==> src/rtl/fpu_issue_tracker_if.sv <==
// Bus bundle between the stimulus source, the fpnew FPU and the response consumer.
// The tracker connects through the slave modport and the environment through the master modport.
interface fpu_issue_tracker_if #(
  parameter int WIDTH        = 16,
  parameter int NUM_OPERANDS = 3,
  parameter int TAG_W        = 4,
  parameter int OP_W         = 4
);
  // Every channel is valid/ready: a transfer happens on a clk edge where both are high;
  // the sender holds its payload stable while valid is high and ready is low.
  logic                          req_valid;
  logic                          req_ready;
  logic [NUM_OPERANDS*WIDTH-1:0] req_operands;
  logic [OP_W-1:0]               req_op;
  logic                          req_op_mod;
  logic [2:0]                    req_rnd;

  logic                          fpu_in_valid;
  logic                          fpu_in_ready;
  logic [NUM_OPERANDS*WIDTH-1:0] fpu_operands;
  logic [OP_W-1:0]               fpu_op;
  logic                          fpu_op_mod;
  logic [2:0]                    fpu_rnd;
  logic [TAG_W-1:0]              fpu_tag;

  logic                          fpu_out_valid;
  logic                          fpu_out_ready;
  logic [WIDTH-1:0]              fpu_result;
  logic [4:0]                    fpu_status;
  logic [TAG_W-1:0]              fpu_tag_o;

  logic                          rsp_valid;
  logic                          rsp_ready;
  logic [WIDTH-1:0]              rsp_result;
  logic [4:0]                    rsp_status;
  logic [OP_W-1:0]               rsp_op;
  logic [15:0]                   rsp_latency;

  modport slave (
    input  req_valid, req_operands, req_op, req_op_mod, req_rnd,
    output req_ready,
    output fpu_in_valid, fpu_operands, fpu_op, fpu_op_mod, fpu_rnd, fpu_tag,
    input  fpu_in_ready,
    input  fpu_out_valid, fpu_result, fpu_status, fpu_tag_o,
    output fpu_out_ready,
    output rsp_valid, rsp_result, rsp_status, rsp_op, rsp_latency,
    input  rsp_ready
  );

  modport master (
    output req_valid, req_operands, req_op, req_op_mod, req_rnd,
    input  req_ready,
    input  fpu_in_valid, fpu_operands, fpu_op, fpu_op_mod, fpu_rnd, fpu_tag,
    output fpu_in_ready,
    output fpu_out_valid, fpu_result, fpu_status, fpu_tag_o,
    input  fpu_out_ready,
    input  rsp_valid, rsp_result, rsp_status, rsp_op, rsp_latency,
    output rsp_ready
  );
endinterface

==> src/rtl/fpu_issue_tracker.sv <==
// In-order request/response tracker in front of an fpnew FPU: tags issues, bounds in-flight ops,
// checks return order and registers responses. Define FPU_TRK_LATENCY_EN to measure latency.
module fpu_issue_tracker #(
  parameter int WIDTH        = 16,
  parameter int NUM_OPERANDS = 3,
  parameter int TAG_W        = 4,
  parameter int DEPTH        = 8,
  parameter int OP_W         = 4
) (
  input  logic               clk,
  input  logic               rst,
  fpu_issue_tracker_if.slave bus,
  output logic               busy,
  output logic               err_order,
  output logic               err_orphan
);
  localparam int PTR_W  = $clog2(DEPTH);
  localparam int CNT_W  = PTR_W + 1;
  localparam int OPND_W = NUM_OPERANDS * WIDTH;

  logic [CNT_W-1:0]  count;
  logic [PTR_W-1:0]  wr_ptr;
  logic [PTR_W-1:0]  rd_ptr;
  logic [TAG_W-1:0]  issue_tag;
  logic [TAG_W-1:0]  sb_tag [DEPTH];
  logic [OP_W-1:0]   sb_op  [DEPTH];

  logic              not_full;
  logic              out_ready;
  logic              issue_fire;
  logic              ret_fire;
  logic              ret_load;
  logic              ret_orphan;
  logic [15:0]       ret_latency;
  logic [OPND_W-1:0] operands;

  logic              rsp_valid_q;
  logic [WIDTH-1:0]  rsp_result_q;
  logic [4:0]        rsp_status_q;
  logic [OP_W-1:0]   rsp_op_q;
  logic [15:0]       rsp_latency_q;
  logic              err_order_q;
  logic              err_orphan_q;

  assign not_full   = count < CNT_W'(DEPTH);
  // A result may always be taken when nothing is outstanding so that stale results drain.
  assign out_ready  = (count == '0) || !rsp_valid_q || bus.rsp_ready;
  assign issue_fire = bus.req_valid && bus.fpu_in_ready && not_full;
  assign ret_fire   = bus.fpu_out_valid && out_ready;
  assign ret_load   = ret_fire && (count != '0);
  assign ret_orphan = ret_fire && (count == '0);

  assign operands          = bus.req_operands;
  assign bus.req_ready     = bus.fpu_in_ready && not_full;
  assign bus.fpu_in_valid  = bus.req_valid && not_full;
  assign bus.fpu_operands  = operands;
  assign bus.fpu_op        = bus.req_op;
  assign bus.fpu_op_mod    = bus.req_op_mod;
  assign bus.fpu_rnd       = bus.req_rnd;
  assign bus.fpu_tag       = issue_tag;
  assign bus.fpu_out_ready = out_ready;

  assign bus.rsp_valid   = rsp_valid_q;
  assign bus.rsp_result  = rsp_result_q;
  assign bus.rsp_status  = rsp_status_q;
  assign bus.rsp_op      = rsp_op_q;
  assign bus.rsp_latency = rsp_latency_q;

  assign busy       = (count != '0) || rsp_valid_q;
  assign err_order  = err_order_q;
  assign err_orphan = err_orphan_q;

  always_ff @(posedge clk) begin
    if (rst) begin
      count     <= '0;
      wr_ptr    <= '0;
      rd_ptr    <= '0;
      issue_tag <= '0;
    end else begin
      if (issue_fire) begin
        wr_ptr    <= wr_ptr + PTR_W'(1);
        issue_tag <= issue_tag + TAG_W'(1);
      end
      if (ret_load) begin
        rd_ptr <= rd_ptr + PTR_W'(1);
      end
      if (issue_fire && !ret_load) begin
        count <= count + CNT_W'(1);
      end else if (!issue_fire && ret_load) begin
        count <= count - CNT_W'(1);
      end
    end
  end

  // Entry payload needs no reset: count decides which slots are live.
  always_ff @(posedge clk) begin
    if (issue_fire) begin
      sb_tag[wr_ptr] <= issue_tag;
      sb_op[wr_ptr]  <= bus.req_op;
    end
  end

`ifdef FPU_TRK_LATENCY_EN
  logic [15:0] cycle_ctr;
  logic [15:0] sb_ts [DEPTH];

  always_ff @(posedge clk) begin
    if (rst) begin
      cycle_ctr <= '0;
    end else begin
      cycle_ctr <= cycle_ctr + 16'd1;
    end
  end

  always_ff @(posedge clk) begin
    if (issue_fire) begin
      sb_ts[wr_ptr] <= cycle_ctr;
    end
  end

  // Modulo-2^16 subtraction keeps the result right across a counter wrap.
  assign ret_latency = cycle_ctr - sb_ts[rd_ptr];
`else
  assign ret_latency = 16'h0000;
`endif

  always_ff @(posedge clk) begin
    if (rst) begin
      rsp_valid_q   <= 1'b0;
      rsp_result_q  <= '0;
      rsp_status_q  <= '0;
      rsp_op_q      <= '0;
      rsp_latency_q <= '0;
      err_order_q   <= 1'b0;
      err_orphan_q  <= 1'b0;
    end else begin
      if (ret_load) begin
        rsp_valid_q   <= 1'b1;
        rsp_result_q  <= bus.fpu_result;
        rsp_status_q  <= bus.fpu_status;
        rsp_op_q      <= sb_op[rd_ptr];
        rsp_latency_q <= ret_latency;
      end else if (bus.rsp_ready) begin
        rsp_valid_q <= 1'b0;
      end
      if (ret_load && (bus.fpu_tag_o != sb_tag[rd_ptr])) begin
        err_order_q <= 1'b1;
      end
      if (ret_orphan) begin
        err_orphan_q <= 1'b1;
      end
    end
  end
endmodule

==> src/flat_wrapper.sv <==
// flat-port wrapper written by rule: the top's interface ports become plain ports
module fpu_issue_tracker_flat 
#(
  parameter int WIDTH        = 16,
  parameter int NUM_OPERANDS = 3,
  parameter int TAG_W        = 4,
  parameter int DEPTH        = 8,
  parameter int OP_W         = 4
)
  (clk, rst, busy, err_order, err_orphan, bus_req_valid, bus_req_operands, bus_req_op, bus_req_op_mod, bus_req_rnd, bus_req_ready, bus_fpu_in_valid, bus_fpu_operands, bus_fpu_op, bus_fpu_op_mod, bus_fpu_rnd, bus_fpu_tag, bus_fpu_in_ready, bus_fpu_out_valid, bus_fpu_result, bus_fpu_status, bus_fpu_tag_o, bus_fpu_out_ready, bus_rsp_valid, bus_rsp_result, bus_rsp_status, bus_rsp_op, bus_rsp_latency, bus_rsp_ready);
  fpu_issue_tracker_if #(.WIDTH(WIDTH), .NUM_OPERANDS(NUM_OPERANDS), .TAG_W(TAG_W), .OP_W(OP_W)) bus_i ();
  input  logic clk;
  input  logic rst;
  output logic busy;
  output logic err_order;
  output logic err_orphan;
  input wire logic [$bits(bus_i.req_valid)-1:0] bus_req_valid;
  input wire logic [$bits(bus_i.req_operands)-1:0] bus_req_operands;
  input wire logic [$bits(bus_i.req_op)-1:0] bus_req_op;
  input wire logic [$bits(bus_i.req_op_mod)-1:0] bus_req_op_mod;
  input wire logic [$bits(bus_i.req_rnd)-1:0] bus_req_rnd;
  output wire logic [$bits(bus_i.req_ready)-1:0] bus_req_ready;
  output wire logic [$bits(bus_i.fpu_in_valid)-1:0] bus_fpu_in_valid;
  output wire logic [$bits(bus_i.fpu_operands)-1:0] bus_fpu_operands;
  output wire logic [$bits(bus_i.fpu_op)-1:0] bus_fpu_op;
  output wire logic [$bits(bus_i.fpu_op_mod)-1:0] bus_fpu_op_mod;
  output wire logic [$bits(bus_i.fpu_rnd)-1:0] bus_fpu_rnd;
  output wire logic [$bits(bus_i.fpu_tag)-1:0] bus_fpu_tag;
  input wire logic [$bits(bus_i.fpu_in_ready)-1:0] bus_fpu_in_ready;
  input wire logic [$bits(bus_i.fpu_out_valid)-1:0] bus_fpu_out_valid;
  input wire logic [$bits(bus_i.fpu_result)-1:0] bus_fpu_result;
  input wire logic [$bits(bus_i.fpu_status)-1:0] bus_fpu_status;
  input wire logic [$bits(bus_i.fpu_tag_o)-1:0] bus_fpu_tag_o;
  output wire logic [$bits(bus_i.fpu_out_ready)-1:0] bus_fpu_out_ready;
  output wire logic [$bits(bus_i.rsp_valid)-1:0] bus_rsp_valid;
  output wire logic [$bits(bus_i.rsp_result)-1:0] bus_rsp_result;
  output wire logic [$bits(bus_i.rsp_status)-1:0] bus_rsp_status;
  output wire logic [$bits(bus_i.rsp_op)-1:0] bus_rsp_op;
  output wire logic [$bits(bus_i.rsp_latency)-1:0] bus_rsp_latency;
  input wire logic [$bits(bus_i.rsp_ready)-1:0] bus_rsp_ready;
  assign bus_i.req_valid = bus_req_valid;
  assign bus_i.req_operands = bus_req_operands;
  assign bus_i.req_op = bus_req_op;
  assign bus_i.req_op_mod = bus_req_op_mod;
  assign bus_i.req_rnd = bus_req_rnd;
  assign bus_req_ready = bus_i.req_ready;
  assign bus_fpu_in_valid = bus_i.fpu_in_valid;
  assign bus_fpu_operands = bus_i.fpu_operands;
  assign bus_fpu_op = bus_i.fpu_op;
  assign bus_fpu_op_mod = bus_i.fpu_op_mod;
  assign bus_fpu_rnd = bus_i.fpu_rnd;
  assign bus_fpu_tag = bus_i.fpu_tag;
  assign bus_i.fpu_in_ready = bus_fpu_in_ready;
  assign bus_i.fpu_out_valid = bus_fpu_out_valid;
  assign bus_i.fpu_result = bus_fpu_result;
  assign bus_i.fpu_status = bus_fpu_status;
  assign bus_i.fpu_tag_o = bus_fpu_tag_o;
  assign bus_fpu_out_ready = bus_i.fpu_out_ready;
  assign bus_rsp_valid = bus_i.rsp_valid;
  assign bus_rsp_result = bus_i.rsp_result;
  assign bus_rsp_status = bus_i.rsp_status;
  assign bus_rsp_op = bus_i.rsp_op;
  assign bus_rsp_latency = bus_i.rsp_latency;
  assign bus_i.rsp_ready = bus_rsp_ready;
  fpu_issue_tracker #(.WIDTH(WIDTH), .NUM_OPERANDS(NUM_OPERANDS), .TAG_W(TAG_W), .DEPTH(DEPTH), .OP_W(OP_W)) u_core (.clk(clk), .rst(rst), .bus(bus_i), .busy(busy), .err_order(err_order), .err_orphan(err_orphan));
endmodule
==> config.mk <==
export PLATFORM = sky130hd
export DESIGN_NAME = fpu_issue_tracker_flat
export DESIGN_NICKNAME = d
export VERILOG_FILES = /design/src/rtl/fpu_issue_tracker_if.sv /design/src/rtl/fpu_issue_tracker.sv /design/src/flat_wrapper.sv
export SDC_FILE = /design/constraint.sdc
export NUM_CORES = 1
export LEC_CHECK = 0
export ABC_CLOCK_PERIOD_IN_PS = 6500
export BUFFER_PORTS_ARGS = -buffer_cell sky130_fd_sc_hd__buf_2
export CAP_MARGIN = 10
export CELL_PAD_IN_SITES_DETAIL_PLACEMENT = 0
export CELL_PAD_IN_SITES_GLOBAL_PLACEMENT = 2
export CORE_UTILIZATION = 33
export CTS_BUF_LIST = sky130_fd_sc_hd__clkbuf_8
export DETAILED_ROUTE_END_ITERATION = 8
export MAX_ROUTING_LAYER = met4
export PLACE_DENSITY_LB_ADDON = 0.1
export SETUP_SLACK_MARGIN = 0.02
export SYNTH_ARGS = -nofsm -noshare
export SYNTH_HDL_FRONTEND = slang
export SYNTH_SLANG_ARGS = --single-unit
==> constraint.sdc <==
create_clock -name clk -period 6.5 [get_ports clk]
set_input_delay 1.95 -clock clk [delete_from_list [all_inputs] [get_ports clk]]
set_output_delay 1.95 -clock clk [all_outputs]
set_load 0.05 [all_outputs]
Yosys cells after proc, flatten, opt, wreduce, memory -nomap -nowiden:

Memories as Yosys holds them, arrays and structs flattened. A register that Yosys moved wholly into a read port is not among the register bits.
Cells that the tools add are included.

* $add $sub $neg: 5
* order comparisons: 1
* equality and inequality tests: 1
* mux-type cells: 8
* reduce and logical (&&, ||, !) cells: 20

Operator list (count)
* $logic_and A1 B1 Y1: 10
* $add A4 B1 Y4 const B: 2
* $mux W4: 2
* $add A3 B1 Y3 const B: 2
* $mux W3: 2
* $logic_not A4 Y1: 1
* $lt A4 B4 Y1 const B: 1
* $mux W1: 4
* $ne A4 B4 Y1: 1
* $reduce_bool A2 Y1: 2
* $reduce_bool A4 Y1: 1
* $sub A4 B1 Y4 const B: 1
* $logic_not A1 Y1: 3
* $logic_or A1 B1 Y1: 3

* register bits: 38
* memory bits (writable): 64
* input port bits: 87
* output and inout port bits: 108
* word-level logic and storage cells: 46
* memories: 2

Memory list
* u_core.sb_op: depth 8, bits a word 4, rd ports 1, clocked after Yosys merged registers in 1, wr ports 1, line fpu_issue_tracker.sv:26 `logic [OP_W-1:0] sb_op [DEPTH];`
* u_core.sb_tag: depth 8, bits a word 4, rd ports 1, clocked after Yosys merged registers in 1, wr ports 1, line fpu_issue_tracker.sv:25 `logic [TAG_W-1:0] sb_tag [DEPTH];`

Longest topological paths before layout:

Gate-level depths: netlist of the first run.

* word-level depth: 8
* mapped depth: 12
* mapped depth without buffers: 11

Least setup slack after synthesis of the first run:

No wires, ideal clock.

* kind: input -> output
* start: input port bus_fpu_in_ready
* end: output port bus_req_ready
* arrival: 2.688 ns
* data required time: 4.550 ns
* setup slack: 1.862 ns
* cell stages on the path: 1
* path buffers: 0
* cells stage by stage: nor2b_1

* cells in the longest elaborated chain, start to end: 1

RTL lines
* from (decl): line flat_wrapper.sv:29 `input wire logic [$bits(bus_i.fpu_in_ready)-1:0] bus_fpu_in_ready;`
* $logic_and A1 B1 Y1: line fpu_issue_tracker.sv:54 `assign bus.req_ready = bus.fpu_in_ready && not_full;`
* to (decl): line flat_wrapper.sv:22 `output wire logic [$bits(bus_i.req_ready)-1:0] bus_req_ready;`

No other way between the ends.

Final worst setup path of the first run:

* start: input port bus_rsp_ready
* end: output port bus_fpu_out_ready

* cells in the longest elaborated chain, start to end: 1

RTL lines
* from (decl): line flat_wrapper.sv:40 `input wire logic [$bits(bus_i.rsp_ready)-1:0] bus_rsp_ready;`
* $logic_or A1 B1 Y1: line fpu_issue_tracker.sv:47 `assign out_ready = (count == '0) || !rsp_valid_q || bus.rsp_ready;`
* to (decl): line flat_wrapper.sv:34 `output wire logic [$bits(bus_i.fpu_out_ready)-1:0] bus_fpu_out_ready;`

No other way between the ends.

==> results of run 1 <==
[metrics by stage]
stage | hold WS (ps) | util
after global placement | 440 | 0.347
final | 457 | 0.359
after CTS | 457 | 0.359
after floorplan | 498 | -
after detailed placement | 444 | 0.347
after global routing | 487 | 0.359
[state kept, by name, summed over array words and instances, names as in the netlist, 4 cells and up, named ones only]
register               count
u_core.sb_op              32
u_core.bus.fpu_tag         4
u_core.sb_tag             32
u_core.count               4
u_core.bus.rsp_result     16
u_core.bus.rsp_status      5
u_core.bus.rsp_op          4
[placed cells by master (no fill, tap or decap), drive strengths merged]
cell,synthesis,final
a2111oi,1,1
a211oi,4,4
a21o,1,1
a21oi,29,29
a311oi,1,1
and3,1,1
buf,80,76
bufinv,0,1
clkbuf,8,9
clkinv,0,1
conb,1,16
dfxtp,45,45
edfxtp,64,64
fa,1,1
ha,6,6
inv,3,8
mux2,2,2
mux2i,12,12
mux4,12,12
nand2,56,56
nand2b,6,6
nand3,1,1
nand3b,2,2
nand4,2,2
nor2,24,24
nor2b,4,4
nor3,5,5
nor4,3,3
o21ai,1,1
o22ai,1,1
o31a,1,1
o41ai,1,1
or3,1,1
or4,1,1
xnor2,7,7
xor2,6,6
[Yosys cell counts (2+ instances only)]
| cell type | count |
|---|---|
| buf_4 | 72 |
| edfxtp_1 | 64 |
| nand2_1 | 56 |
| dfxtp_1 | 45 |
| a21oi_1 | 29 |
| nor2_1 | 23 |
| mux2i_1 | 12 |
| mux4_2 | 10 |
| clkbuf_1 | 8 |
| xnor2_1 | 7 |
| ha_1 | 6 |
| nand2b_1 | 6 |
| xor2_1 | 6 |
| a211oi_1 | 4 |
| buf_6 | 4 |
| nor2b_1 | 4 |
| nor3_1 | 4 |
| buf_2 | 3 |
| inv_2 | 2 |
| mux4_1 | 2 |
| nand3b_1 | 2 |
| nand4_1 | 2 |
| nor4_1 | 2 |
[final timing paths]
kind | end | slack, ps | depth (start not counted)
worst max-delay path | bus_fpu_out_ready | 2060 | 4
worst min-delay path | u_core.bus.rsp_result[8] | 460 | 2
worst max register to register | u_core.count[3] | 3370 | 12
worst min register to register | u_core.bus.rsp_result[8] | 460 | 2
[cells by family after synthesis]
family / after synthesis / share of synthesized area
flops: 109 / 0.586
simple gates: 106 / 0.0982
buf+inv: 91 / 0.134
compound gates: 40 / 0.0504
mux: 26 / 0.0873
xor+xnor: 13 / 0.0236
fa+ha+maj: 7 / 0.0197
other cells: 1 / 0.000778
[worst max-delay path, delay by kind of cell]
kind / cells / cell delay, ps
buf+inv: 2 / 310
simple gates: 2 / 220
[power by group through the flow]
| stage | clock network [mW] | registers [mW] | logic [mW] |
|---|---|---|---|
| after global placement | 0 | 0.918 | 0.650 |
| after floorplan | 0 | 1.01 | 0.493 |
| after CTS | 0.402 | 0.902 | 0.651 |
| after detailed placement | 0 | 0.917 | 0.649 |
| final | 0.383 | 0.896 | 0.640 |
| after global routing | 0.424 | 0.917 | 0.700 |
[layer usage]
layer | vias up | GRT usage | share of wire
met5 | - | - | 0
li1 | 1303 | - | -
met1 | 1304 | 0.177 | 0.42
met4 | 0 | 0.0861 | 0.041
met3 | 58 | 0.0432 | 0.051
met2 | 58 | 0.223 | 0.49
[final cells by class]
type | count | area, sq um | area share
inverters | 3 | 11.3 | 0.00223
clock buffers | 9 | 124 | 0.0245
multi-input cells | 208 | 1430 | 0.282
clock inverters | 7 | 52.6 | 0.0104
well taps | 180 | 225 | 0.0446
repair buffers | 76 | 385 | 0.0764
flip-flops and latches | 109 | 2820 | 0.559
==> results.toml, run 1 <==
[synth]
async_flop_share = 0
synth_cells = 393
ys_seq_area_frac = 0.586
synth_area_leader_cell = "edfxtp_1"
yosys_warnings = 0
ys_types = 43
synth_edf_count = 64
synth_top_cell_area_share = 0.399
synth-main-ff-cell = "edfxtp_1"
synth.area.top_cells = "edfxtp_1, dfxtp_1, buf_4, mux4_2, nand2_1"
synth.avg_cell_area_sq_um = 12.3
ys_ff_latch = 109
netlist_area_sq_um = 4820

[clock_tree]
cts_resized = 0
cts_max_level = 3
numCtsBuffers = 9
cts_sinks = 109
path_clk_slew_ps = 90
insertion_delay_ps = 370
cts_hold_buf = 0
cts_setup_buffers = 0
cts_tree = "built"
cts_root_buf = "clkbuf_8"
cts.path.max_buffers = 2

[setup_path]
crit_path_end_kind = "output port"
cpMaxStageDelayCell = "buf_2"
path_class = "primary input to output port"
crit_top_cell = "buf_2"
cp.required_ps = 4550
cpPeakStageDelay_ps = 210
reg2reg_from = "u_core.count[0]"
crit_fanout = 2
worstPathArrival_ps = 2490
cp-start-kind = "primary input"
path_cells = "buf_2, nor2b_1, nand2_1, buf_2"
startpoint = "bus_rsp_ready"

[routing]
drc = 0
avgViaCountPerCell = 4.60
drt_first_iter_violations = 137
wl_per_cell_um = 17.4
dr_total_vias = 2723
ant_nets = 0
firstDrtPassIters = 4
routed_wl_um = 10300

[timing]
worst_slew_pin_slew_ps = 962
fin_setup_tns_ps = 0
finalCritPeriodShare = 0.683
setup_slack_ps = 2060
fmax_ghz = 0.225
skew_ps = 15.3
period_needed_ps = 4440
drv_slew = 0
hold_violations = 0
setup_viol = 0
relSlewSlack = 0.356
rsz0062_at_grt = "no"

[final_layout]
final_cell_area_sq_um = 5050
fillers = 1427
final_layout_size_suffix_gt1_frac = 0.262
diodes = 0
num-nets-final = 501
syn2layout_area_growth_pct = 4.75
final_cells = 592

[power_and_ir_drop]
clockPowerShare = 0.200
power_frac_seq = 0.467
p_per_area_nw_per_um2 = 380
power_leakage_nw = 1.88
combPwrFrac = 0.333
peakVddDrop_mv = 0.161
total_power_mw = 1.92
p_sw_frac = 0.380
switching_power_mw = 0.730
internal_power_mw = 1.19

[die]
start_util = 0.343
fp.dieH_um = 123
num_rows = 43
dieWidth_um = 123
dieArea_sq_um = 15100
boundaryPins = 195
core-area_sq_um = 14000

[placed_design]
dp_slack_ps = 1970
place_area_sq_um = 4870
io_buffers = 74
gp_congestion = 0.709
dp_cells = 576
dp_hpwl_um = 6940

[job]
cap_violations = 0

[worst_hold_path]
min_path_type = "flip-flop to flip-flop"
hp-start = "u_core.bus.rsp_result[8]"

[grt]
grt_overflow = 0
grt_pass1_vias = 2621
antenna_found_initial = 0
grt_max_degree = 44
track_usage = 0.148
grt_pass1_wl_um = 15400

[outcome]
outcome = "complete, no violations"
Note: power is estimated with default switching activity, not from simulation.
==> inputs of run 2 (changes only) <==
ABC_CLOCK_PERIOD_IN_PS = 3700   (was 6500)
CORE_UTILIZATION = 28   (was 33)
clock period = 3.7 ns   (was 6.5 ns; I/O delays follow)
==> run 2 against run 1 <==
Non-clock buffer count increased by 8; first-iteration DRC count decreased by 15%; worst hold slack got worse by 0.78 ps; setup slack got worse by 1200 ps; power increased by 80%; core utilization decreased by 5.0 points; combinational power increased by 78%; global-route usage decreased by 2.2 points; clock skew increased by 1.9 ps; critical path depth increased by 8; largest cell class unchanged; sequential cell count unchanged.
==> results.toml, run 2 (synthesis results as in run 1) <==
[setup_path]
startpoint = "bus_fpu_in_ready"
cp-endpoint = "u_core.count[3]"
cp-start-kind = "primary input"
crit_path_end_kind = "flip-flop"
reg2reg_from = "u_core.count[0]"
path_class = "primary input to flip-flop"
reg2reg_depth = 11
ff2ff_setup_slack_ps = 1210
rr_endpoint = "u_core.count[3]"
worstPathArrival_ps = 3180
critical-path-top-delay-family = "simple AND/OR/NAND/NOR gates"
crit_fanout = 9
cpPeakStageDelay_ps = 310
cp.required_ps = 4000
worst-path-buf-inv = 3
cp.depth = 12
path_cells = "buf_2, nor2b_2, nand2_1, inv_2, ha_1, inv_1, ha_1, a21o_1, a21oi_1, xnor2_1, or3_1, a21oi_1"
cpMaxStageDelayCell = "or3_1"

[routing]
firstDrtPassIters = 4
dr_total_vias = 2719
drc = 0
routed_wl_um = 10500
wl_per_cell_um = 16.4
ant_nets = 0
drt_first_iter_violations = 117
avgViaCountPerCell = 4.25

[timing]
relSlewSlack = 0.366
skew_ps = 17.2
fin_setup_tns_ps = 0
setup_viol = 0
fmax_ghz = 0.348
drv_slew = 0
finalCritPeriodShare = 0.776
period_needed_ps = 2870
rsz0062_at_grt = "no"
hold_violations = 0
worst_slew_pin_slew_ps = 951

[clock_tree]
cts_max_level = 3
cts_setup_buffers = 0
cts.path.max_buffers = 2
cts_sinks = 109
cts_resized = 0
cts_root_buf = "clkbuf_8"
path_clk_slew_ps = 110
numCtsBuffers = 9
cts_hold_buf = 0
cts_tree = "built"
insertion_delay_ps = 380

[grt]
grt_overflow = 0
antenna_found_initial = 0
track_usage = 0.127
grt_pass1_wl_um = 16100
grt_pass1_vias = 2766
grt_max_degree = 44

[final_layout]
final_cells = 640
final_layout_size_suffix_gt1_frac = 0.283
diodes = 0
mostFrequentLayoutCells = "buf_2, edfxtp_1, nand2_1, dfxtp_1, a21oi_1"
fillers = 1734
num-nets-final = 509
syn2layout_area_growth_pct = 7.12
final_common_cell = "buf_2"

[power_and_ir_drop]
peakVddDrop_mv = 0.258
p_per_area_nw_per_um2 = 669
clockPowerShare = 0.214
internal_power_mw = 2.11
power_leakage_nw = 1.91
power_frac_seq = 0.456
combPwrFrac = 0.330
switching_power_mw = 1.34
p_sw_frac = 0.388

[placed_design]
dp_hpwl_um = 6870
gp_congestion = 0.652
io_buffers = 74
dp_cells = 624

[worst_hold_path]
whs_path_depth = 2
min_path_type = "flip-flop to flip-flop"

[die]
boundaryPins = 195
fp.dieH_um = 133
dieArea_sq_um = 17700
num_rows = 47
start_util = 0.288
core-area_sq_um = 16700
dieWidth_um = 133

[job]
cap_violations = 0

[outcome]
outcome = "complete, no violations"
## run 2: worst min path at each step
stage	start	to
final	u_core.bus.rsp_result[9]	u_core.bus.rsp_result[9]
after global routing	u_core.bus.rsp_result[9]	u_core.bus.rsp_result[9]
after CTS	u_core.bus.rsp_result[9]	u_core.bus.rsp_result[9]
after detailed placement	u_core.bus.rsp_result[9]	u_core.bus.rsp_result[9]
after global placement	u_core.bus.rsp_result[7]	u_core.bus.rsp_result[7]
after floorplan	u_core.wr_ptr[1]	u_core.wr_ptr[1]
## run 2: power groups by stage
| stage | sequential [mW] | combinational (mW) | clock, mW |
|---|---|---|---|
| 6_report | 1.57 | 1.14 | 0.738 |
| 5_1_grt | 1.60 | 1.24 | 0.821 |
| 4_1_cts | 1.58 | 1.16 | 0.771 |
| 3_5_place_dp | 1.61 | 1.16 | 0 |
| 3_3_place_gp | 1.61 | 1.16 | 0 |
| 2_1_floorplan | 1.78 | 0.866 | 0 |
## run 2: routing by layer
metal  up-vias  global-route usage  wire length [um]  part of all wire
met5         -                   -                 0                 0
met4         0              0.0600               213             0.020
met3        35              0.0289               374             0.036
met2        60               0.206              5360              0.51
met1      1302               0.148              4530              0.43
li1       1322                   -                 -                 -
## run 2: area by class of cell
cell class / instances / area (sq um) / area share
clock buffer: 9 / 124 / 0.0240
timing repair buffer: 84 / 445 / 0.0863
inverter: 3 / 11.3 / 0.00218
tap: 220 / 275 / 0.0533
sequential: 109 / 2820 / 0.547
clock inverter: 7 / 73.8 / 0.0143
multi-input combinational: 208 / 1410 / 0.273
## run 2: worst reg2reg max path, cell delays in order (launching register included)
cell and delay, ps:
dfxtp_1 400, o41ai_2 450, nor2_2 80, inv_2 80, ha_1 170, inv_1 90
ha_1 270, a21o_1 180, a21oi_1 170, xnor2_1 90, or3_1 310, a21oi_1 140
## run 2: per-stage QoR
| stage | hold WS (ps) | setup WS (ps) | utilization | total power, mW | instance area [sq um] |
|---|---|---|---|---|---|
| global placement | 440 | 468 | 0.297 | 2.77 | 4960 |
| finish | 456 | 827 | 0.309 | 3.45 | 5160 |
| CTS | 461 | 826 | 0.309 | 3.52 | 5160 |
| detailed placement | 445 | 415 | 0.297 | 2.77 | 4960 |
| global route | 477 | 628 | 0.309 | 3.66 | 5160 |
| floorplan | 498 | 258 | - | 2.65 | 4880 |
==> inputs of run 3 (changes only) <==
ABC_CLOCK_PERIOD_IN_PS = 2740   (was 3700)
CORE_UTILIZATION = 31   (was 28)
clock period = 2.74 ns   (was 3.7 ns; I/O delays follow)
==> run 3 against run 2 <==
The run now fails in 5_2_route; global-route usage increased by 1.1 points; synthesized area unchanged; synthesized cell count unchanged.
==> results.toml, run 3 <==
[placed_design]
io_buffers = 74
place_area_sq_um = 5010
dp_hpwl_um = 7080
gp_congestion = 0.702

[die]
boundaryPins = 195
dieWidth_um = 127
fp.dieH_um = 127
num_rows = 45
start_util = 0.317

[clock_tree]
cts_sinks = 109
cts_setup_buffers = 0
cts.path.max_buffers = 2
cts_hold_buf = 0
cts_max_level = 3
numCtsBuffers = 9
cts_resized = 0
cts_root_buf = "clkbuf_8"

[synth]
synth-main-ff-cell = "edfxtp_1"
synth.avg_cell_area_sq_um = 12.3
yosys_warnings = 0
ys_ff_latch = 109
ys_types = 43
async_flop_share = 0
synth_top_cell_area_share = 0.399
synth.area.top_cells = "edfxtp_1, dfxtp_1, buf_4, mux4_2, nand2_1"
ys_seq_area_frac = 0.586
yosys.cell_count.top_type = "buf_4"
synth_edf_count = 64
synth_area_leader_cell = "edfxtp_1"
netlist_area_sq_um = 4820
synth_cells = 393
ys_top_cells_by_count = "buf_4, edfxtp_1, nand2_1, dfxtp_1, a21oi_1"

[grt]
grt_pass1_vias = 2682
grt_max_degree = 34
track_usage = 0.138
grt_overflow = 0
grt_pass1_wl_um = 15400
antenna_found_initial = 0

[outcome]
error = "[ERROR DRT-0255] Maze Route cannot find path of net bus_req_operands[23] in worker of routeBox ( 96600 0 ) ( 126655 48300 )."
stop_stage = "5_2_route"
outcome = "did not finish"
==> run 3: metrics by stage <==
| step | instances | hold slack (ps) | setup WS, ps |
|---|---|---|---|
| floorplan | 408 | 498 | 22.7 |
| global placement | 599 | 440 | 120 |
| detailed placement | 599 | 444 | 120 |
| CTS | 615 | 462 | 148 |
| global route | 615 | 479 | 99.5 |
==> run 3: kinds of logic after synthesis <==
kind of cell | count (synthesis) | share of synthesized area
adder cells (fa/ha/maj) | 7 | 0.0197
multiplexers | 26 | 0.0873
flip-flops | 109 | 0.586
XOR/XNOR | 13 | 0.0236
buffers and inverters | 91 | 0.134
AND/OR/NAND/NOR | 106 | 0.0982
other | 1 | 0.000778
AO/OA/AOI/OAI | 40 | 0.0504
==> run 3: per-layer routing <==
layer and GRT usage:
met5 -, met4 0.0924, met3 0.0388, met2 0.218, met1 0.152
==> inputs of run 4 (changes only) <==
CELL_PAD_IN_SITES_DETAIL_PLACEMENT = not set   (was 0)
CELL_PAD_IN_SITES_GLOBAL_PLACEMENT = not set   (was 2)
CORE_UTILIZATION = 40   (was 31)
CTS_BUF_LIST = not set   (was sky130_fd_sc_hd__clkbuf_8)
MAX_ROUTING_LAYER = not set   (was met4)
PLACE_DENSITY_LB_ADDON = 0.15   (was 0.1)
SETUP_SLACK_MARGIN = not set   (was 0.02)
==> run 4 against run 3 <==
The flow now finishes, with violations (design-rule violations); global-route usage is 2.5 points higher.
==> results.toml, run 4 (synthesis results as in run 1) <==
[power_and_ir_drop]
p_per_area_nw_per_um2 = 936
power_frac_seq = 0.427
clockPowerShare = 0.247
power_leakage_nw = 1.99
peakVddDrop_mv = 0.791
switching_power_mw = 1.82
internal_power_mw = 3.09
p_sw_frac = 0.371
combPwrFrac = 0.326

[grt]
grt_pass1_wl_um = 15100
track_usage = 0.162
grt_max_degree = 34
grt_overflow = 0
grt_pass1_vias = 2703
antenna_found_initial = 0

[routing]
ant_nets = 0
avgViaCountPerCell = 4.84
firstDrtPassIters = 8
dr_total_vias = 2763
drc = 23
wl_per_cell_um = 17.5
routed_wl_um = 9980
drt_first_iter_violations = 156

[setup_path]
path_class = "flip-flop to output port"
crit_fanout = 6
reg2reg_depth = 11
cp-start-kind = "flip-flop"
reg2reg_from = "u_core.count[0]"
ff2ff_setup_slack_ps = 380
crit_path_end_kind = "output port"
cp.required_ps = 1920
path_cells = "or4_1, nand2_1, buf_2"
worstPathArrival_ps = 1620
cpMaxStageDelayCell = "or4_1"
cpPeakStageDelay_ps = 550
rr_endpoint = "u_core.count[3]"

[clock_tree]
path_clk_slew_ps = 70
cts_hold_buf = 0
cts.path.max_buffers = 2
cts_resized = 0
numCtsBuffers = 9
insertion_delay_ps = 340
cts_max_level = 3
cts_sinks = 109
cts_root_buf = "clkbuf_16"
cts_tree = "built"
cts_setup_buffers = 0

[final_layout]
syn2layout_area_growth_pct = 8.86
post-route-util = 0.453
final_cell_area_sq_um = 5240
num-nets-final = 517
final_common_cell = "buf_2"
fillers = 1081
final_layout_size_suffix_gt1_frac = 0.304
diodes = 0
final_cells = 571
mostFrequentLayoutCells = "buf_2, edfxtp_1, nand2_1, dfxtp_1, a21oi_1"

[die]
dieWidth_um = 112
num_rows = 39
boundaryPins = 195
start_util = 0.417
fp.dieH_um = 112
dieArea_sq_um = 12500
core-area_sq_um = 11600

[outcome]
violations = "design-rule violations"
outcome = "finished, violations left"

[timing]
hold_violations = 0
fin_setup_tns_ps = 0
fmax_ghz = 0.409
period_needed_ps = 2440
relSlewSlack = 0.573
rsz0062_at_grt = "no"
finalCritPeriodShare = 0.892
setup_viol = 0
drv_slew = 0
setup_slack_ps = 297
skew_ps = 6.07
worst_slew_pin_slew_ps = 640

[worst_hold_path]
whs_path_depth = 2
hp-start = "u_core.bus.rsp_result[1]"
min_path_type = "flip-flop to flip-flop"
min_to = "u_core.bus.rsp_result[1]"

[placed_design]
place_area_sq_um = 4970
dp_hpwl_um = 6980
io_buffers = 74
dp_slack_ps = 74.5
dp_cells = 555
gp_congestion = 0.743

[job]
cap_violations = 0
[run 4: per-stage QoR]
step	power [mW]	hold slack (ps)
floorplan	3.61	498
detailed placement	3.75	447
global placement	3.73	440
global route	5.17	474
CTS	4.97	457
finish	4.91	455
[run 4: critical path: cells and delay by family (launching register included)]
family / cells / cell delay (ps)
simple gates: 2 / 640
flops: 1 / 390
buf+inv: 1 / 250
[run 4: cell type report]
type / instances / area, sq um / area share
clock buffers: 10 / 229 / 0.0437
clock inverters: 6 / 48.8 / 0.00931
inverters: 3 / 16.3 / 0.00310
multi-input cells: 208 / 1440 / 0.275
flip-flops and latches: 109 / 2820 / 0.538
well taps: 143 / 179 / 0.0341
repair buffers: 92 / 505 / 0.0964
[run 4: per-layer routing]
layer / wire length, um / vias to the layer above / global-route usage / part of all wire
li1: - / 1343 / - / -
met1: 4190 / 1319 / 0.194 / 0.42
met2: 5060 / 84 / 0.277 / 0.51
met3: 554 / 17 / 0.0370 / 0.056
met4: 166 / 0 / 0.0784 / 0.017
met5: 0 / - / 0 / 0
[run 4: how the worst max path moves through the flow]
| stage | start | endpoint | slack (ps) | cells after the start |
|---|---|---|---|---|
| after floorplan | bus_fpu_in_ready | u_core.count[3] | 6 | 11 |
| after detailed placement | bus_fpu_in_ready | u_core.count[3] | 70 | 12 |
| after global placement | bus_fpu_in_ready | u_core.count[3] | 120 | 12 |
| after global routing | u_core.count[0] | u_core.count[3] | 180 | 11 |
| after CTS | u_core.count[0] | bus_fpu_out_ready | 290 | 3 |
| final | u_core.count[0] | bus_fpu_out_ready | 300 | 3 |
[run 4: power by group through the flow]
stage / sequential, mW / clock (mW) / combinational [mW]
after floorplan: 2.41 / 0 / 1.20
after global placement: 2.13 / 0 / 1.60
after detailed placement: 2.14 / 0 / 1.62
after CTS: 2.10 / 1.25 / 1.62
after global routing: 2.13 / 1.30 / 1.74
final: 2.10 / 1.21 / 1.60
